**src/rtl/datactrl_pkg.sv**
```systemverilog
// Shared constants for the data-side memory controller: bus widths,
// access-width codes and the memory-mapped UART window.
package datactrl_pkg;
  localparam int AddressWidth = 32;
  localparam int IDWidth      = 32;

  // Access widths are one-hot, so the code value equals the byte count.
  localparam logic [2:0] WidthByte = 3'b001;
  localparam logic [2:0] WidthHalf = 3'b010;
  localparam logic [2:0] WidthWord = 3'b100;

  localparam logic [AddressWidth-1:0] IOAddrLo = 32'h0003_0000;
  localparam logic [AddressWidth-1:0] IOAddrHi = 32'h0003_0007;
endpackage

```
**src/rtl/datactrl.sv**
```systemverilog
// Data-side memory controller: shares the byte-wide RAM port between fetch,
// loads and committed stores, assembling multi-byte transactions.
module datactrl
  import datactrl_pkg::*;
(
  input  logic                    clk_in,
  input  logic                    rst_in,
  input  logic                    rdy_in,
  input  logic [7:0]              mem_din,
  output logic [7:0]              mem_dout,
  output logic [AddressWidth-1:0] mem_a,
  output logic                    mem_wr,
  input  logic                    io_buffer_full_in,
  input  logic                    ifetch_datactrl_en_in,
  input  logic [AddressWidth-1:0] ifetch_datactrl_addr_in,
  output logic                    datactrl_ifetch_en_out,
  output logic [IDWidth-1:0]      datactrl_ifetch_data_out,
  input  logic                    lbuffer_datactrl_en_in,
  input  logic [AddressWidth-1:0] lbuffer_datactrl_addr_in,
  input  logic [2:0]              lbuffer_datactrl_width_in,
  input  logic                    lbuffer_datactrl_sgn_in,
  output logic                    datactrl_lbuffer_en_out,
  output logic [IDWidth-1:0]      datactrl_lbuffer_data_out,
  input  logic                    rob_datactrl_en_in,
  input  logic [AddressWidth-1:0] rob_datactrl_addr_in,
  input  logic [2:0]              rob_datactrl_width_in,
  input  logic [IDWidth-1:0]      rob_datactrl_data_in,
  output logic                    datactrl_rob_en_out,
  input  logic                    rob_datactrl_rst_in
);
  typedef enum logic [1:0] {IDLE, READ, WRITE} state_t;
  typedef enum logic {OWN_FETCH, OWN_LOAD} owner_t;

  state_t                  state;
  owner_t                  owner;
  logic [2:0]              cnt;
  logic [2:0]              cnt_next;
  logic [2:0]              width_q;
  logic                    sgn_q;
  logic [AddressWidth-1:0] base_q;
  logic [IDWidth-1:0]      wdata_q;
  logic [IDWidth-1:0]      asm_q;
  logic [IDWidth-1:0]      asm_next;
  logic [1:0]              rd_idx;
  logic                    mem_wr_q;
  logic                    io_store;
  logic                    store_ok;
  logic                    load_ok;
  logic                    fetch_ok;

  function automatic logic [IDWidth-1:0] extend(input logic [IDWidth-1:0] v,
                                                input logic [2:0] w,
                                                input logic sgn);
    logic [IDWidth-1:0] r;
    case (w)
      WidthByte: r = {{(IDWidth-8){sgn & v[7]}}, v[7:0]};
      WidthHalf: r = {{(IDWidth-16){sgn & v[15]}}, v[15:0]};
      default:   r = v;
    endcase
    return r;
  endfunction

  assign cnt_next = cnt + 3'd1;
  // RAM data lags the address by one cycle, so cycle cnt delivers byte cnt-1.
  assign rd_idx   = cnt[1:0] - 2'd1;
  assign io_store = (rob_datactrl_addr_in >= IOAddrLo) && (rob_datactrl_addr_in <= IOAddrHi);

  // A requester's en is ignored while its own done pulse is showing.
  assign store_ok = rob_datactrl_en_in && !datactrl_rob_en_out && !(io_store && io_buffer_full_in);
  assign load_ok  = lbuffer_datactrl_en_in && !datactrl_lbuffer_en_out && !rob_datactrl_rst_in;
  assign fetch_ok = ifetch_datactrl_en_in && !datactrl_ifetch_en_out && !rob_datactrl_rst_in;

  // NOTE: every always_comb output gets a full default first so no latch is inferred.
  always_comb begin
    asm_next = asm_q;
    asm_next[{rd_idx, 3'b000} +: 8] = mem_din;
  end

  assign mem_wr = mem_wr_q & rdy_in;

  // NOTE: sequential state uses non-blocking assignments only.
  always_ff @(posedge clk_in) begin
    if (rst_in) begin
      state                     <= IDLE;
      owner                     <= OWN_FETCH;
      cnt                       <= '0;
      width_q                   <= '0;
      sgn_q                     <= 1'b0;
      base_q                    <= '0;
      wdata_q                   <= '0;
      asm_q                     <= '0;
      mem_a                     <= '0;
      mem_dout                  <= '0;
      mem_wr_q                  <= 1'b0;
      datactrl_ifetch_en_out    <= 1'b0;
      datactrl_ifetch_data_out  <= '0;
      datactrl_lbuffer_en_out   <= 1'b0;
      datactrl_lbuffer_data_out <= '0;
      datactrl_rob_en_out       <= 1'b0;
    end else if (rdy_in) begin
      datactrl_ifetch_en_out  <= 1'b0;
      datactrl_lbuffer_en_out <= 1'b0;
      datactrl_rob_en_out     <= 1'b0;
      mem_wr_q                <= 1'b0;
      case (state)
        IDLE: begin
          cnt <= '0;
          if (store_ok) begin
            state    <= WRITE;
            base_q   <= rob_datactrl_addr_in;
            width_q  <= rob_datactrl_width_in;
            wdata_q  <= rob_datactrl_data_in;
            mem_a    <= rob_datactrl_addr_in;
            mem_dout <= rob_datactrl_data_in[7:0];
            mem_wr_q <= 1'b1;
          end else if (load_ok) begin
            state   <= READ;
            owner   <= OWN_LOAD;
            base_q  <= lbuffer_datactrl_addr_in;
            width_q <= lbuffer_datactrl_width_in;
            sgn_q   <= lbuffer_datactrl_sgn_in;
            mem_a   <= lbuffer_datactrl_addr_in;
          end else if (fetch_ok) begin
            state   <= READ;
            owner   <= OWN_FETCH;
            base_q  <= ifetch_datactrl_addr_in;
            width_q <= WidthWord;
            sgn_q   <= 1'b0;
            mem_a   <= ifetch_datactrl_addr_in;
          end
        end
        READ: begin
          if (rob_datactrl_rst_in) begin
            state <= IDLE;
          end else begin
            cnt <= cnt_next;
            if (cnt_next < width_q) mem_a <= base_q + AddressWidth'(cnt_next);
            if (cnt != 3'd0) asm_q <= asm_next;
            if (cnt == width_q) begin
              state <= IDLE;
              if (owner == OWN_LOAD) begin
                datactrl_lbuffer_en_out   <= 1'b1;
                datactrl_lbuffer_data_out <= extend(asm_next, width_q, sgn_q);
              end else begin
                datactrl_ifetch_en_out   <= 1'b1;
                datactrl_ifetch_data_out <= asm_next;
              end
            end
          end
        end
        WRITE: begin
          cnt <= cnt_next;
          if (cnt_next < width_q) begin
            mem_a    <= base_q + AddressWidth'(cnt_next);
            mem_dout <= wdata_q[{cnt_next[1:0], 3'b000} +: 8];
            mem_wr_q <= 1'b1;
          end else begin
            state               <= IDLE;
            datactrl_rob_en_out <= 1'b1;
          end
        end
        default: state <= IDLE;
      endcase
    end
  end
endmodule

```
**config.mk**
```make
export PLATFORM = sky130hd
export DESIGN_NAME = datactrl
export DESIGN_NICKNAME = d
export VERILOG_FILES = /design/src/rtl/datactrl_pkg.sv /design/src/rtl/datactrl.sv
export SDC_FILE = /design/constraint.sdc
export NUM_CORES = 1
export LEC_CHECK = 0
export CAP_MARGIN = 10
export CORE_UTILIZATION = 50
export DETAILED_ROUTE_END_ITERATION = 8
export PLACE_DENSITY = 0.88
export SLEW_MARGIN = 20
export SYNTH_ARGS = -nofsm -noshare
export SYNTH_HDL_FRONTEND = slang
export SYNTH_SLANG_ARGS = --single-unit
export TNS_END_PERCENT = 10
```
**constraint.sdc**
```tcl
create_clock -name clk_in -period 4.3 [get_ports clk_in]
set_clock_uncertainty 0.1 [all_clocks]
set_input_delay 1.29 -clock clk_in [delete_from_list [all_inputs] [get_ports clk_in]]
set_output_delay 1.29 -clock clk_in [all_outputs]
set_load 0.03 [all_outputs]
```
==> results.sh, run 1 <==
export IMPL_setup_viol=0
export IMPL_netlist_area_leader_share_pct=40.8
export IMPL_setup_repair_bufs_after_cts=0
export IMPL_first_iter_violations=862
export IMPL_post_cts_resized_instances=0
export IMPL_period_share_pct=85.2
export IMPL_timing_critical_path_to_type="register"
export IMPL_syn_area_um2=10500
export IMPL_num_antenna_cells=0
export IMPL_final_area_um2=14100
export IMPL_drc=0
export IMPL_post_layout_nonfiller_instances=1715
export IMPL_grt_pass1_wl_mm=50.3
export IMPL_clk_pin_slew_ns=0.06
export IMPL_filler_cell_count=1575
export IMPL_gp_congestion=0.901
export IMPL_drive_gt1_share_pct=8.44
export IMPL_grt_start_max_net_pins=184
export IMPL_count_of_final_hold_check_violations=0
export IMPL_p_sw_mw=1.43
export IMPL_final_net_count=1599
export IMPL_detail_route_wl_per_cell_um=18.4
export IMPL_worst_pin_slew_ns=1.14
export IMPL_synth_enable_flop_cells=0
export IMPL_grtUsageTotal_pct=28.7
export IMPL_critical_path_reg2reg_endpoint="mem_a[31]"
export IMPL_grt_overflow_total=0
export IMPL_cts_tree="yes"
export IMPL_max_vdd_ir_drop_mv=0.230
export IMPL_critical_path_depth=9
export IMPL_std_cell_rows=52
export IMPL_die_y_um=147
export IMPL_met1_usage_pct=37.1
export IMPL_path_max_fanout=13
export IMPL_vias_per_cell=5.77
export IMPL_cp_data_arrival_time_ns=3.99
export IMPL_place_area_um2=13300
export IMPL_detailed_place_hpwl_mm=21.9
export IMPL_port_buffers=258
export IMPL_syn_mean_instance_area_um2=8.64
export IMPL_crit_slowest_cell="sky130_fd_sc_hd__nor4_1"
export IMPL_cell_internal_pwr_mw=3.71
export IMPL_setup_worst_path_start="rob_datactrl_addr_in[6]"
export IMPL_timing_final_ws_setup_ns=0.636
export IMPL_core_area_um2=20400
export IMPL_synth_area_leader_cell="sky130_fd_sc_hd__dfxtp_1"
export IMPL_worst_slack_at_placement_ns=0.137
export IMPL_rsz0062_at_grt="no"
export IMPL_run_status="complete, no violations"
export IMPL_criticalPathCategory="in -> reg"
export IMPL_clkSinkCount=214
export IMPL_drv_max_cap_violation_count=0
export IMPL_ctsHtreeMaxLevel=1
export IMPL_iteration_count_of_the_initial_detailed_routing_pass=5
export IMPL_clock_power_share_pct=38.2
export IMPL_met2_usage_grt_pct=48.2
export IMPL_dominantRegCellSynth="sky130_fd_sc_hd__dfxtp_1"
export IMPL_power_total_mw=5.13
export IMPL_crit_path_start_kind="primary input"
export IMPL_share_seq_of_total_power_pct=42.1
export IMPL_ctsLongestPathBuffers=3
export IMPL_start_util_pct=51.4
export IMPL_post_cts_hold_buffer_count=0
export IMPL_total_leakage_power_nw=4.89
export IMPL_slowest_delay_ns=0.46
export IMPL_tritoncts_num_buffers=22
export IMPL_max_slew_margin_pct=23.1
export IMPL_placed_instances=1677
export IMPL_num_io_pins=259
export IMPL_route_vias_total=9903
export IMPL_first_global_vias=9545
export IMPL_setup_reg_to_reg_worst_slack_ns=0.73
export IMPL_totalWireLength_mm=31.5
export IMPL_drtAntennaViolNets=0
export IMPL_final_setup_tns_ns=0
export IMPL_ys_ff_latch=214
export IMPL_multiInputGateArea_um2=5750
export IMPL_syn_num_nets=1384
export IMPL_share_of_flip_flops_with_an_asynchronous_set_or_reset_after_synthesis_pct=0
export IMPL_crit_top_cell="sky130_fd_sc_hd__buf_4"
export IMPL_yosys_top_cells_area="sky130_fd_sc_hd__dfxtp_1, sky130_fd_sc_hd__a211oi_1, sky130_fd_sc_hd__mux2i_1"
export IMPL_maxClockFrequency_ghz=0.273
export IMPL_share_comb_of_total_power_pct=19.7
export IMPL_synth_sequential_area_ratio_pct=40.8
export IMPL_power_switching_share_pct=27.8
export IMPL_timing_max_transition_violations_final=0
export IMPL_area_sequential_um2=4280
export IMPL_synthCells=1216
export IMPL_dieWidth_um=147
export IMPL_area_growth_syn_to_layout_pct=34.1
export IMPL_timing_critical_path_buf_inv=3
export IMPL_cts_root_buffer_cell="sky130_fd_sc_hd__clkbuf_16"
export IMPL_hp_class="reg -> reg"
export IMPL_period_minus_slack_ns=3.66
export IMPL_grtUsageMet3_pct=4.72
export IMPL_timing_critical_path_max_delay_family="buffers and inverters"
export IMPL_power_density_cell_area_nw_per_um2=364
export IMPL_synth_warnings=0
export IMPL_endpoint="base_q[15]"
export IMPL_clkLatencyLatePin_ns=0.52
export IMPL_timing_critical_path_cells="clkdlybuf4s50_1 > nor4_1 > nand4_1 > o311ai_4 > buf_4 > a21o_1 > buf_4 > nand2_1 > a21oi_1"
export IMPL_total_die_area_um2=21600
export IMPL_synth_cell_types=59
export IMPL_r2r_start="cnt[1]"
export IMPL_r2r_worst_path_cells=10
export IMPL_antenna_found_initial=0
export IMPL_worst_ep_required_time_ns=4.62
export IMPL_grt_busiest_layer="met2"
-- layout by cell type, fill, tap and decap left out, types with 4 or more instances in the layout --
cell                              netlist  routed
sky130_fd_sc_hd__clkbuf_16              0      22
sky130_fd_sc_hd__nand2_1              129     129
sky130_fd_sc_hd__o21ai_0                4       4
sky130_fd_sc_hd__buf_4                  5      16
sky130_fd_sc_hd__ha_1                  16      15
sky130_fd_sc_hd__o211ai_1              15      15
sky130_fd_sc_hd__a22o_1                12      12
sky130_fd_sc_hd__a21oi_1               98      97
sky130_fd_sc_hd__a22oi_1                8       8
sky130_fd_sc_hd__clkdlybuf4s50_1        0     256
sky130_fd_sc_hd__mux4_2                 8       8
sky130_fd_sc_hd__a21o_1                 4       4
sky130_fd_sc_hd__clkbuf_8               0      10
sky130_fd_sc_hd__o21a_1                 9       9
sky130_fd_sc_hd__a211oi_1              99      99
sky130_fd_sc_hd__nor3_1                30      30
sky130_fd_sc_hd__a32o_1                16      16
sky130_fd_sc_hd__dfxtp_1              214     214
sky130_fd_sc_hd__nand4_1               11      11
sky130_fd_sc_hd__xor2_1                13      13
sky130_fd_sc_hd__nor2b_1               47      45
sky130_fd_sc_hd__nor2_1               142     140
sky130_fd_sc_hd__xnor2_1               17      17
sky130_fd_sc_hd__buf_12                 0       7
sky130_fd_sc_hd__nand3_1               18      18
sky130_fd_sc_hd__mux2_2                34      34
sky130_fd_sc_hd__mux2i_1               54      54
sky130_fd_sc_hd__nand2b_1              34      34
sky130_fd_sc_hd__inv_1                 33      33
sky130_fd_sc_hd__nor4_1                17      17
-- worst min path at each step --
stage | startpoint | endpoint | slack [ns] | depth (start not counted)
after floorplan | wdata_q[0] | wdata_q[0] | 0.33 | 2
after global placement | wdata_q[14] | wdata_q[14] | 0.34 | 2
after detailed placement | wdata_q[11] | wdata_q[11] | 0.35 | 2
after CTS | wdata_q[1] | wdata_q[1] | 0.36 | 2
after global routing | wdata_q[1] | wdata_q[1] | 0.37 | 2
final | wdata_q[6] | wdata_q[6] | 0.35 | 2
-- Yosys cell counts, drive strengths merged, types with 13 or more instances --
cell type	count
a21oi	99
nand2	129
nand3	18
nor2	143
buf	29
a32o	16
dfxtp	214
xor2	13
mux2	34
nor3	32
inv	33
o211ai	15
clkbuf	60
nor2b	47
nor4	17
mux2i	54
a211oi	99
xnor2	17
nand2b	34
ha	16
-- power groups by stage --
stage,Sequential (mW),Clock (mW),Combinational (mW)
finish,2.16,1.96,1.01
global placement,2.20,0,0.971
floorplan,2.28,0,0.488
detailed placement,2.20,0,0.993
CTS,2.16,1.98,1.00
global route,2.17,2.06,1.08
-- worst min-delay path, cell delays in order, from the launching register on --
cell	delay [ns]
sky130_fd_sc_hd__dfxtp_1	0.31
sky130_fd_sc_hd__nand2_1	0.05
sky130_fd_sc_hd__a21oi_1	0.05
-- layer usage --
layer / share of wire, % / vias up
met1: 41 / 4662
met2: 48 / 430
li1: - / 4731
met3: 7.2 / 80
met5: 0 / -
met4: 3.5 / 0
-- metrics by stage --
step / hold slack (ns) / util (%)
after floorplan: 0.333 / -
after global placement: 0.338 / 65.2
after detailed placement: 0.348 / 65.2
after CTS: 0.356 / 68.9
after global routing: 0.374 / 68.9
final: 0.355 / 68.9
-- registers in the layout (all words and copies together), names as in the netlist, 8 cells and up --
name	count
wdata_q	32
mem_dout	8
mem_a	32
datactrl_ifetch_data_out	32
asm_q	32
datactrl_lbuffer_data_out	32
base_q	32
-- cell type report --
class / count / area share [%]
Clock inverter: 5 / 0.453
Tap cell: 270 / 2.40
Clock buffer: 33 / 4.91
Sequential cell: 214 / 30.4
Timing Repair Buffer: 280 / 20.1
Multi-Input combinational cell: 879 / 40.8
Inverter: 34 / 0.906
-- cells by family (layout without fill, tap and decap cells) --
logic type,after synthesis,after routing,synth area share (%)
adder cells (fa/ha/maj),17,17,2.10
AND/OR/NAND/NOR,454,454,20.4
multiplexers,96,96,10.5
XOR/XNOR,30,30,2.50
AO/OA/AOI/OAI,282,282,18.8
flip-flops,214,214,40.8
buffers and inverters,123,352,4.93
Note: power is estimated with default switching activity, not from simulation.
==> run 2, diff against run 1 <==
--- a/config.mk
+++ b/config.mk
@@ -8,7 +8,10 @@
 export CAP_MARGIN = 10
 export CORE_UTILIZATION = 50
 export DETAILED_ROUTE_END_ITERATION = 8
+export GPL_ROUTABILITY_DRIVEN = 1
 export PLACE_DENSITY = 0.88
+export RECOVER_POWER = 25
+export SKIP_LAST_GASP = 1
 export SLEW_MARGIN = 20
 export SYNTH_ARGS = -nofsm -noshare
 export SYNTH_HDL_FRONTEND = slang
==> run 2 against run 1 <==
  * Power is 0.24% lower
  * Cell count stayed put
  * Hold slack hardly changed
  * Via count is 0.33% higher
  * Critical path type is now in -> out
  * Largest cell class unchanged
==> results.sh, run 2 (synthesized netlist as in run 1, its figures left out) <==
export IMPL_antenna_found_initial=0
export IMPL_total_leakage_power_nw=5.03
export IMPL_grt_pass1_wl_mm=50.3
export IMPL_first_global_vias=9545
export IMPL_max_slew_margin_pct=18.3
export IMPL_clkLatencyLatePin_ns=0.52
export IMPL_fin_hold_ws_ns=0.355
export IMPL_post_cts_resized_instances=0
export IMPL_final_setup_tns_ns=0
export IMPL_first_iter_violations=825
export IMPL_cp_data_arrival_time_ns=2.32
export IMPL_grtUsageMet3_pct=4.72
export IMPL_place_area_um2=13300
export IMPL_clk_pin_slew_ns=0.06
export IMPL_met1_usage_pct=37.1
export IMPL_ctsLongestPathBuffers=3
export IMPL_cts_tree="yes"
export IMPL_worst_slack_at_placement_ns=0.137
export IMPL_path_max_fanout=5
export IMPL_period_share_pct=86.2
export IMPL_worst_pin_slew_ns=1.22
export IMPL_drive_gt1_share_pct=8.44
export IMPL_grtUsageTotal_pct=28.7
export IMPL_iteration_count_of_the_initial_detailed_routing_pass=7
export IMPL_vias_per_cell=5.79
export IMPL_filler_cell_count=1578
export IMPL_num_antenna_cells=0
export IMPL_num_io_pins=259
export IMPL_detailed_place_hpwl_mm=21.9
export IMPL_setup_viol=0
export IMPL_worst_ep_required_time_ns=2.91
export IMPL_met2_usage_grt_pct=48.2
export IMPL_timing_critical_path_max_delay_family="buffers and inverters"
export IMPL_mostFrequentLayoutCell="sky130_fd_sc_hd__dfxtp_1"
export IMPL_clkSinkCount=214
export IMPL_crit_path_start_kind="primary input"
export IMPL_setup_repair_bufs_after_cts=0
export IMPL_area_growth_syn_to_layout_pct=33.9
export IMPL_count_of_final_hold_check_violations=0
export IMPL_drtAntennaViolNets=0
export IMPL_core_area_um2=20400
export IMPL_final_net_count=1599
export IMPL_grt_start_max_net_pins=184
export IMPL_maxClockFrequency_ghz=0.270
export IMPL_multiInputGateArea_um2=5750
export IMPL_drc=0
export IMPL_dieWidth_um=147
export IMPL_rsz0062_at_grt="no"
export IMPL_area_sequential_um2=4280
export IMPL_start_util_pct=51.4
export IMPL_slowest_delay_ns=0.68
export IMPL_drv_max_cap_violation_count=0
export IMPL_commonest_non_fill_non_tap_cells_in_the_layout="sky130_fd_sc_hd__dfxtp_1, sky130_fd_sc_hd__clkdlybuf4s50_1, sky130_fd_sc_hd__nor2_1"
export IMPL_power_density_cell_area_nw_per_um2=364
export IMPL_total_die_area_um2=21600
export IMPL_timing_critical_path_cells="dlygate4sd3_1 > and2_1 > buf_12"
export IMPL_tritoncts_num_buffers=22
export IMPL_timing_critical_path_to_type="output port"
export IMPL_r2r_worst_path_cells=10
export IMPL_hp_class="reg -> reg"
export IMPL_period_minus_slack_ns=3.71
export IMPL_std_cell_rows=52
export IMPL_timing_max_transition_violations_final=0
export IMPL_route_vias_total=9936
export IMPL_run_status="complete, no violations"
export IMPL_grt_busiest_layer="met2"
export IMPL_gp_congestion=0.901
export IMPL_critical_path_depth=3
export IMPL_grt_overflow_total=0
export IMPL_timing_final_ws_setup_ns=0.591
export IMPL_crit_slowest_cell="sky130_fd_sc_hd__dlygate4sd3_1"
export IMPL_max_vdd_ir_drop_mv=0.233
export IMPL_final_area_um2=14100
export IMPL_ctsHtreeMaxLevel=1
export IMPL_worst_hold_path_num_cells=2
export IMPL_criticalPathCategory="in -> out"
export IMPL_detail_route_wl_per_cell_um=18.3
export IMPL_post_cts_hold_buffer_count=0
export IMPL_cts_root_buffer_cell="sky130_fd_sc_hd__clkbuf_16"
export IMPL_die_y_um=147
export IMPL_port_buffers=258
export IMPL_totalWireLength_mm=31.4
export IMPL_timing_critical_path_buf_inv=2
run 2: cell types whose count changed in the layout (fill, tap and decap cells not counted), sizes merged:
| cell | change |
|---|---|
| clkdlybuf4s50 | -45 |
| dlygate4sd3 | +45 |
| clkbuf | +2 |
| buf | -2 |
run 2: metal layers:
| metal | vias up | part of all wire [%] |
|---|---|---|
| met5 | - | 0 |
| met4 | 0 | 3.5 |
| met3 | 86 | 7.2 |
| met2 | 462 | 48 |
| met1 | 4654 | 41 |
| li1 | 4734 | - |
run 2: metrics by stage:
stage / util (%) / total power, mW / cells
after floorplan: - / 2.77 / 1216
final: 68.9 / 5.12 / 1715
after global placement: 65.2 / 3.17 / 1677
after global routing: 68.9 / 5.30 / 1715
after detailed placement: 65.2 / 3.19 / 1677
after CTS: 68.9 / 5.14 / 1715
run 2: power breakdown:
| part | total [mW] | internal (mW) | switching [mW] |
|---|---|---|---|
| sequential | 2.16 | 2.08 | 0.0779 |
| combinational | 1.00 | 0.449 | 0.553 |
| clock | 1.96 | 1.17 | 0.789 |
| total | 5.12 | 3.70 | 1.42 |
run 2: final cells by class:
cell class	count	area share [%]
well taps	270	2.40
repair buffers	280	20.0
multi-input cells	879	40.8
flip-flops and latches	214	30.5
clock inverters	5	0.454
inverters	34	0.907
clock buffers	33	4.92
run 2: worst paths after layout:
| path | startpoint | endpoint | slack, ns |
|---|---|---|---|
| worst min-delay path | wdata_q[6] | wdata_q[6] | 0.36 |
| worst min register to register | wdata_q[6] | wdata_q[6] | 0.36 |
| worst max-delay path | rdy_in | mem_wr | 0.59 |
| worst max register to register | cnt[1] | mem_a[30] | 0.73 |
run 2: worst reg2reg max path, cell delays in order, from the launching register on:
cell and delay [ns]:
sky130_fd_sc_hd__dfxtp_1 0.46, sky130_fd_sc_hd__inv_1 0.13, sky130_fd_sc_hd__ha_1 0.55, sky130_fd_sc_hd__ha_1 0.31
sky130_fd_sc_hd__nor2b_1 0.12, sky130_fd_sc_hd__o21ai_0 0.30, sky130_fd_sc_hd__nand2_1 0.17, sky130_fd_sc_hd__a221oi_2 0.33
sky130_fd_sc_hd__nor2b_2 0.42, sky130_fd_sc_hd__buf_4 0.38, sky130_fd_sc_hd__a32o_1 0.23
==> run 3, diff against run 2 <==
--- a/config.mk
+++ b/config.mk
@@ -11,6 +11,7 @@
 export GPL_ROUTABILITY_DRIVEN = 1
 export PLACE_DENSITY = 0.88
 export RECOVER_POWER = 25
+export REMOVE_ABC_BUFFERS = 1
 export SKIP_LAST_GASP = 1
 export SLEW_MARGIN = 20
 export SYNTH_ARGS = -nofsm -noshare
==> run 3 against run 2 <==
  * Maximum frequency down 7.2%
  * Global-route usage down 1.2 points
  * Core utilization up 0.53 points
  * Hold slack worse by 0.0012 ns
  * Wire length down 4.0%
  * Worst setup slack worse by 0.29 ns
==> results.sh, run 3 (synthesized netlist as in run 1, its figures left out) <==
export IMPL_drc=0
export IMPL_clkLatencyLatePin_ns=0.51
export IMPL_rsz0062_at_grt="no"
export IMPL_area_growth_syn_to_layout_pct=34.9
export IMPL_placed_instances=1683
export IMPL_setup_worst_path_start="rdy_in"
export IMPL_start_util_pct=51.4
export IMPL_cp_data_arrival_time_ns=2.61
export IMPL_filler_cell_count=1537
export IMPL_crit_path_start_kind="primary input"
export IMPL_path_max_fanout=2
export IMPL_timing_critical_path_to_type="output port"
export IMPL_max_slew_margin_pct=21.2
export IMPL_setup_reg_to_reg_worst_slack_ns=1.05
export IMPL_vias_per_cell=5.78
export IMPL_grtUsageTotal_pct=27.6
export IMPL_drv_max_cap_violation_count=0
export IMPL_core_area_um2=20400
export IMPL_iteration_count_of_the_initial_detailed_routing_pass=5
export IMPL_hp_class="reg -> reg"
export IMPL_cts_root_buffer_cell="sky130_fd_sc_hd__clkbuf_16"
export IMPL_post_layout_nonfiller_instances=1725
export IMPL_worst_pin_slew_ns=1.18
export IMPL_post_cts_resized_instances=0
export IMPL_wl_met3_mm=2.13
export IMPL_setup_viol=0
export IMPL_place_area_um2=13400
export IMPL_drive_gt1_share_pct=8.87
export IMPL_route_vias_total=9976
export IMPL_run_status="complete, no violations"
export IMPL_post_cts_hold_buffer_count=0
export IMPL_final_net_count=1607
export IMPL_num_io_pins=259
export IMPL_grt_pass1_wl_mm=48.8
export IMPL_clkSinkCount=214
export IMPL_power_total_mw=5.24
export IMPL_timing_max_transition_violations_final=0
export IMPL_critical_path_reg2reg_endpoint="mem_dout[3]"
export IMPL_criticalPathCategory="in -> out"
export IMPL_count_of_final_hold_check_violations=0
export IMPL_max_vdd_ir_drop_mv=0.226
export IMPL_worst_ep_required_time_ns=2.91
export IMPL_gp_congestion=0.888
export IMPL_total_leakage_power_nw=5.11
export IMPL_antenna_found_initial=0
export IMPL_drtAntennaViolNets=0
export IMPL_timing_final_ws_setup_ns=0.304
export IMPL_endpoint="mem_wr"
export IMPL_setup_repair_bufs_after_cts=0
export IMPL_mostFrequentLayoutCell="sky130_fd_sc_hd__dfxtp_1"
export IMPL_power_density_cell_area_nw_per_um2=370
export IMPL_r2r_worst_path_cells=10
export IMPL_detail_route_wl_per_cell_um=17.5
export IMPL_maxClockFrequency_ghz=0.250
export IMPL_fin_hold_ws_ns=0.354
export IMPL_die_y_um=147
export IMPL_period_minus_slack_ns=4.00
export IMPL_commonest_non_fill_non_tap_cells_in_the_layout="sky130_fd_sc_hd__dfxtp_1, sky130_fd_sc_hd__clkdlybuf4s50_1, sky130_fd_sc_hd__nor2_1"
export IMPL_wl_met1_mm=11.8
export IMPL_dieWidth_um=147
export IMPL_detailed_place_hpwl_mm=21.5
export IMPL_worst_slack_at_placement_ns=0.119
export IMPL_ctsHtreeMaxLevel=1
export IMPL_r2r_start="cnt[1]"
export IMPL_first_global_vias=9731
export IMPL_num_antenna_cells=0
export IMPL_grt_overflow_total=0
export IMPL_clk_pin_slew_ns=0.06
export IMPL_port_buffers=258
export IMPL_period_share_pct=92.9
export IMPL_ctsLongestPathBuffers=3
export IMPL_top_layer_used="met4"
export IMPL_met2WireLength_mm=15.3
export IMPL_grt_start_max_net_pins=101
export IMPL_final_area_um2=14200
export IMPL_tritoncts_num_buffers=23
export IMPL_std_cell_rows=52
export IMPL_total_die_area_um2=21600
export IMPL_cts_tree="yes"
export IMPL_first_iter_violations=585
export IMPL_totalWireLength_mm=30.2
[run 3: cell types whose count changed in the layout (fill, tap and decap cells not counted), moves of 2 or more]
cell,change
sky130_fd_sc_hd__dlygate4sd3_1,+9
sky130_fd_sc_hd__clkinv_2,+4
sky130_fd_sc_hd__clkdlybuf4s50_1,-8
sky130_fd_sc_hd__bufinv_16,+3
sky130_fd_sc_hd__buf_4,+6
sky130_fd_sc_hd__clkbuf_8,-7
sky130_fd_sc_hd__clkinvlp_4,+2
[run 3: cell type report]
class	count	area (um^2)	area share, %
flip-flops and latches	214	4280	30.2
clock buffers	27	621	4.38
clock inverters	14	184	1.30
inverters	34	128	0.900
repair buffers	287	2880	20.3
well taps	270	338	2.38
multi-input cells	879	5740	40.5
[run 3: per-layer routing]
metal / up-vias / track usage, %
li1: 4762 / -
met1: 4701 / 33.0
met2: 443 / 49.6
met3: 70 / 4.47
met4: 0 / 9.95
met5: - / 0
[run 3: critical path: stages]
cell	delay, ns
sky130_fd_sc_hd__dlygate4sd3_1	0.54
sky130_fd_sc_hd__and2_1	0.12
sky130_fd_sc_hd__clkdlybuf4s50_1	0.66
[run 3: power breakdown]
part	internal (mW)	switching [mW]	total, mW
logic	0.455	0.541	0.995
clock network	1.28	0.809	2.09
registers	2.08	0.0766	2.16
[run 3: worst min path at each step]
stage	cells after the start	slack, ns	endpoint	start
floorplan	2	0.33	wdata_q[0]	wdata_q[0]
global placement	2	0.34	wdata_q[0]	wdata_q[0]
detailed placement	2	0.34	wdata_q[1]	wdata_q[1]
CTS	2	0.35	wdata_q[31]	wdata_q[31]
global route	2	0.37	wdata_q[12]	wdata_q[12]
finish	2	0.35	wdata_q[24]	wdata_q[24]
[run 3: through the flow]
| step | utilization (%) | TNS, ns |
|---|---|---|
| floorplan | - | -95.28 |
| global placement | 65.3 | 0 |
| detailed placement | 65.5 | 0 |
| CTS | 69.4 | 0 |
| global route | 69.4 | 0 |
| finish | 69.4 | 0 |
